[config.mk]
export PLATFORM = sky130hd
export DESIGN_NAME = pe_conf_sequencer
export DESIGN_NICKNAME = d
export VERILOG_FILES = /design/src/rtl/pe_conf_sequencer_pkg.sv /design/src/rtl/pe_conf_slot.sv /design/src/rtl/pe_conf_sequencer.sv
export SDC_FILE = /design/constraint.sdc
export NUM_CORES = 1
export LEC_CHECK = 0
export CAP_MARGIN = 25
export CORE_MARGIN = 2
export CORE_UTILIZATION = 47
export CTS_BUF_LIST = sky130_fd_sc_hd__clkbuf_16
export DETAILED_ROUTE_END_ITERATION = 10
export PLACE_DENSITY = 0.76
export SYNTH_ARGS = -nofsm -noshare
export SYNTH_HDL_FRONTEND = slang
export SYNTH_SLANG_ARGS = --single-unit
export TNS_END_PERCENT = 5
[constraint.sdc]
create_clock -name i_clk -period 1.9 [get_ports i_clk]
set_input_delay 0.19 -clock i_clk [delete_from_list [all_inputs] [get_ports i_clk]]
set_output_delay 0.19 -clock i_clk [all_outputs]
set_load 0.05 [all_outputs]
[src/rtl/pe_conf_sequencer_pkg.sv]
// Shared types for the PE column configuration sequencer: descriptor, controller
// instruction/status and sequencer state encodings.
package pe_conf_sequencer_pkg;

    typedef struct packed {
        logic [7:0] layer;
        logic [7:0] tile;
        logic [7:0] loops;
    } conf_t;

    typedef struct packed {
        logic dval;
        logic start;
        logic reset;
        logic next;
        logic stall;
    } inst_t;

    typedef struct packed {
        logic confEnd;
    } dpstatus_t;

    localparam logic [2:0] SEQ_IDLE  = 3'd0;
    localparam logic [2:0] SEQ_START = 3'd1;
    localparam logic [2:0] SEQ_WARM  = 3'd2;
    localparam logic [2:0] SEQ_RUN   = 3'd3;
    localparam logic [2:0] SEQ_ABORT = 3'd4;

endpackage

[src/rtl/pe_conf_slot.sv]
// Single-entry shadow register for the next configuration descriptor.
// Flush beats load beats take; load and take are never requested together.
module pe_conf_slot
    import pe_conf_sequencer_pkg::*;
(
    input  logic  clk,
    input  logic  rst_n,
    input  logic  load,
    input  logic  take,
    input  logic  flush,
    input  conf_t conf_in,
    output logic  valid,
    output conf_t conf
);

    always_ff @(posedge clk or negedge rst_n) begin
        if (!rst_n) begin
            valid <= 1'b0;
            conf  <= '0;
        end else begin
            if (flush)
                valid <= 1'b0;
            else if (load)
                valid <= 1'b1;
            else if (take)
                valid <= 1'b0;
            if (load && !flush)
                conf <= conf_in;
        end
    end

endmodule

[src/rtl/pe_conf_sequencer.sv]
// Walks one PE column's datapath controller through queued configurations:
// start/reset kick, warm-up, run with stall forwarding, completion counting and abort.
module pe_conf_sequencer
    import pe_conf_sequencer_pkg::*;
#(
    parameter int CNTW     = 8,
    parameter bit PREFETCH = 1'b1
) (
    input  logic            i_clk,
    input  logic            i_rstn,
    input  logic            Conf_rdy,
    output logic            Conf_ack,
    input  conf_t           i_conf,
    input  logic            i_hold,
    input  logic            i_abort,
    input  dpstatus_t       i_dpstatus,
    output conf_t           o_PEconf,
    output inst_t           o_PEinst,
    output logic            o_busy,
    output logic            o_confDone,
    output logic [CNTW-1:0] o_confCnt
);

    logic [2:0] state, state_nx;
    logic       armed;
    logic       shadow_v;
    conf_t      shadow;
    logic       load, take, end_hit, done_nx;

    assign Conf_ack = !shadow_v && !i_abort && ((PREFETCH != 1'b0) || state == SEQ_IDLE);
    assign load     = Conf_rdy && Conf_ack;
    // The controller holds confEnd across idle, so only trust it once a RUN cycle has passed.
    assign end_hit  = i_dpstatus.confEnd && armed;
    assign done_nx  = (state == SEQ_RUN) && !i_abort && end_hit;
    assign o_busy   = (state != SEQ_IDLE) || shadow_v;

    pe_conf_slot u_slot (
        .clk     (i_clk),
        .rst_n   (i_rstn),
        .load    (load),
        .take    (take),
        .flush   (i_abort),
        .conf_in (i_conf),
        .valid   (shadow_v),
        .conf    (shadow)
    );

    always_comb begin
        state_nx = state;
        take     = 1'b0;
        case (state)
            SEQ_IDLE: begin
                if (shadow_v && !i_abort) begin
                    state_nx = SEQ_START;
                    take     = 1'b1;
                end
            end
            SEQ_START: state_nx = i_abort ? SEQ_ABORT : SEQ_WARM;
            SEQ_WARM:  state_nx = i_abort ? SEQ_ABORT : SEQ_RUN;
            SEQ_RUN: begin
                if (i_abort)
                    state_nx = SEQ_ABORT;
                else if (end_hit) begin
                    state_nx = shadow_v ? SEQ_START : SEQ_IDLE;
                    take     = shadow_v;
                end
            end
            default: state_nx = SEQ_IDLE;
        endcase
    end

    always_comb begin
        o_PEinst = '0;
        case (state)
            SEQ_START: begin
                o_PEinst.dval  = 1'b1;
                o_PEinst.start = 1'b1;
                o_PEinst.reset = 1'b1;
            end
            SEQ_WARM: o_PEinst.dval = 1'b1;
            SEQ_RUN: begin
                o_PEinst.dval  = 1'b1;
                o_PEinst.stall = i_hold;
            end
            SEQ_ABORT: begin
                o_PEinst.dval  = 1'b1;
                o_PEinst.reset = 1'b1;
            end
            default: o_PEinst = '0;
        endcase
    end

    always_ff @(posedge i_clk or negedge i_rstn) begin
        if (!i_rstn) begin
            state      <= SEQ_IDLE;
            armed      <= 1'b0;
            o_PEconf   <= '0;
            o_confDone <= 1'b0;
            o_confCnt  <= '0;
        end else begin
            state      <= state_nx;
            armed      <= (state == SEQ_RUN);
            o_confDone <= done_nx;
            if (take)
                o_PEconf <= shadow;
            if (done_nx)
                o_confCnt <= o_confCnt + 1'b1;
        end
    end

endmodule

==> key figures <==
Outcome
  – Outcome: completed

Worst setup path
  – CP top delay family: buffers and inverters
  – Worst EP arrival: around 1.6 ns
  – Crit end category: output port
  – Slowest cell delay on critical path: 0.83 ns
  – R2r setup slk: 0.30 ns
  – Worst-case reg-to-reg path depth: 5
  – Crit path cell chain: clkdlybuf4s50_1
  – Buffer and inverter count on the worst path: 1
  – Setup crit start kind: register
  – Critical R2R Launch: state[1]
  – Critical Path Fanout Max: 5
  – Critical R2R Capture: o_PEconf[16]
  – Worst path required time: around 1.7 ns
  – Crit path kind: reg -> out
  – Slowest stage cell, crit path: clkdlybuf4s50_1

Place
  – Port bufs: 68
  – DPL Wire Length: around 3300 µm
  – Setup WS pre-CTS: roughly 0.094 ns
  – Area after DPL: about 3300 µm²
  – Routability congestion estimate: around 0.86

STA
  – Worst hold slack: about 0.39 ns
  – Unrepaired setup endpoints after global routing: false
  – Slew at the pin closest to its max-slew limit: ~0.52 ns
  – Setup TNS: 0 ns
  – Fin crit share: 0.930
  – Final Hold Viols: 0
  – Skew final: 0.00372 ns
  – Setup Viol. Count Final: 0
  – Max_slew headroom: 0.653
  – Tmin final: 1.77 ns
  – Fin. max-slew vios: 0
  – Peak Freq: between 500 and 600 MHz
  – Setup ws final: 0.134 ns

GRT
  – First-pass GRT wire length: between 8000 and 9000 µm
  – Initial antenna violation count: 0
  – GR Util All Layers: 0.185
  – Vias in the first global route: 1680
  – Largest net degree at the start of global routing: 63
  – GRT overflow: 0

Pwr
  – Leak: approximately 1.6 nW
  – Max rail drop VDD: 1.06 mV
  – Pwr Total: roughly 5.8 mW
  – PD cells: 1590 nW/µm²

Synthesis
  – Syn Area/Cell: about 15 µm²
  – Post-synthesis xor/xnor area fraction: 0.0313
  – Fraction of the mapped netlist area in compound gates: 0.0154
  – Synth Area in Simple Gates: 0.0660
  – Sequential fraction of the synthesis area: 0.616
  – Post-synthesis adder-cell area fraction: 0.00497
  – Yosys Warn Count: 0
  – Mapped Area: around 2500 µm²
  – Syn Nets: approximately 200
  – Synth cell types: 30
  – #FFs+latches synth: 62
  – Syn Inst Count: 168
  – Mux cell area share after synthesis: 0.234
  – Largest family of logic cells by synthesized area: multiplexers

Drt
  – Met1 WL: between 2000 and 2500 µm
  – DRT iter0 DRCs: 69
  – Routed Antenna Nets: 0
  – Via density: ~5
  – Drt drc: 0
  – DR vias: about 1.6k
  – Met2 wire len: 2540 µm
  – Met3 wire len: between 200 and 250 µm
  – Wire per inst: about 16 µm
  – Max Used Layer: met4
  – Final Routed Wirelength: around 5000 µm
  – Drt first pass iters: 3

Die
  – DIE AREA: around 6000 µm²
  – Die width: ~77 µm
  – IO Count: 70
  – Cell Rows: 26
  – Die Ht: around 77 µm
  – Initial Utilization: 0.490
  – Placeable Area: 5140 µm²

CTS
  – CTS tree: yes
  – Max clock buf depth: 2
  – Total CTS buffers: 9
  – Worst-skew pair later-pin latency: around 0.32 ns
  – Clock sink total: 62
  – CTS Root Cell: clkbuf_16
  – Clk slew on worst S/H paths: 0.05 ns
  – H-tree depth: 3

Layout
  – Design Area, Final: ~3700 µm²
  – Share of cells above drive strength 1: 0.251
  – Area Growth Syn to Fin: 44.9%
  – Nets: roughly 280
  – ANT cells: 0

Min path
  – Worst hold path class: in -> async

Flow run
  – Max-cap violation count: 0
-- power by group --
group          internal, mW  total (mW)  leakage, nW  switching (mW)
Combinational         0.895        2.24        0.739            1.34
Sequential             1.70        1.92        0.752           0.221
Clock                  1.12        1.64        0.150           0.517
-- cell type report --
type	instances	area (µm²)
inverters	5	18.8
clock buffers	9	225
clock inverters	6	77.6
multi-input cells	93	892
flip-flops and latches	62	1550
well taps	70	87.6
repair buffers	76	800
fillers	368	1490
-- through the flow --
step	cells	utilization
floorplan	168	-
global placement	305	0.650
detailed placement	305	0.650
CTS	321	0.711
global route	321	0.711
finish	321	0.711
-- cell families after synthesis --
kind of cell	Yosys count
buffers and inverters	13
flip-flops	62
multiplexers	49
AND/OR/NAND/NOR	29
XOR/XNOR	9
other	1
AO/OA/AOI/OAI	4
adder cells (fa/ha/maj)	1
-- sequential cells by signal, indices dropped and copies added, names as in the netlist --
signal and cells:
armed 1, o_PEconf 24, o_confCnt 8, o_confDone 1
state 3, u_slot.conf 24, u_slot.valid 1
-- worst max path at each step --
stage | start | endpoint | slack (ns) | depth (start not counted)
after floorplan | u_slot.valid | u_slot.conf[15] | 0.01 | 6
after global placement | i_dpstatus | o_PEconf[20] | 0.14 | 5
after detailed placement | i_dpstatus | o_PEconf[16] | 0.09 | 5
after CTS | o_confCnt[3] | o_confCnt[3] | 0.12 | 1
after global routing | state[2] | o_PEinst[0] | 0.07 | 4
final | o_confCnt[3] | o_confCnt[3] | 0.13 | 1
-- layer usage --
layer / vias to the layer above / GRT usage
met5: - / 0
li1: 749 / -
met4: 0 / 0.107
met3: 11 / 0.0518
met2: 40 / 0.303
met1: 805 / 0.217
-- placed cells by master, fill, tap and decap left out, drive strengths merged --
cell type      synthesis  final
and4                   1      1
nand2                  3      3
o311a                  1      1
clkinv                 0      4
clkdlybuf4s50          0     61
nand3                  1      1
nor3                   7      7
dlygate4sd2            0      1
nand4                  1      1
inv                    5      5
nand3b                 1      1
xor2                   5      5
mux2                  49     49
xnor2                  4      4
nor3b                  1      1
conb                   1      1
ha                     1      1
bufinv                 0      2
dfrtp                 62     62
dlygate4sd3            0      1
a311oi                 1      1
buf                    8     13
nand4b                 3      3
nor4                   1      1
nor2                   7      7
o211ai                 1      1
clkbuf                 0      9
and2                   2      2
a21o                   1      1
or2                    1      1
-- what timing repair did --
action,CTS,global route
hold buffers,1,0
gates resized for setup,1,0
buffers inserted,0,0
endpoints found under the setup margin,1,0
hold endpoints to repair,62,0
-- synth_stat cells (all sizes together) --
cell type | number | area, µm²
nor3b | 1 | 7.51
nor2 | 7 | 28.8
o211ai | 1 | 12.5
conb | 1 | 3.75
xnor2 | 4 | 35.0
nand2 | 3 | 11.3
buf | 8 | 60.1
nor3 | 7 | 40.0
ha | 1 | 12.5
nand3 | 1 | 5.00
inv | 5 | 18.8
and4 | 1 | 8.76
nor4 | 1 | 6.26
and2 | 2 | 12.5
xor2 | 5 | 43.8
a21o | 1 | 7.51
a311oi | 1 | 8.76
nand3b | 1 | 7.51
nand4 | 1 | 6.26
o311a | 1 | 10.0
or2 | 1 | 6.26
dfrtp | 62 | 1550
mux2 | 49 | 589
nand4b | 3 | 26.3
Power figures use the tool's default switching activity.
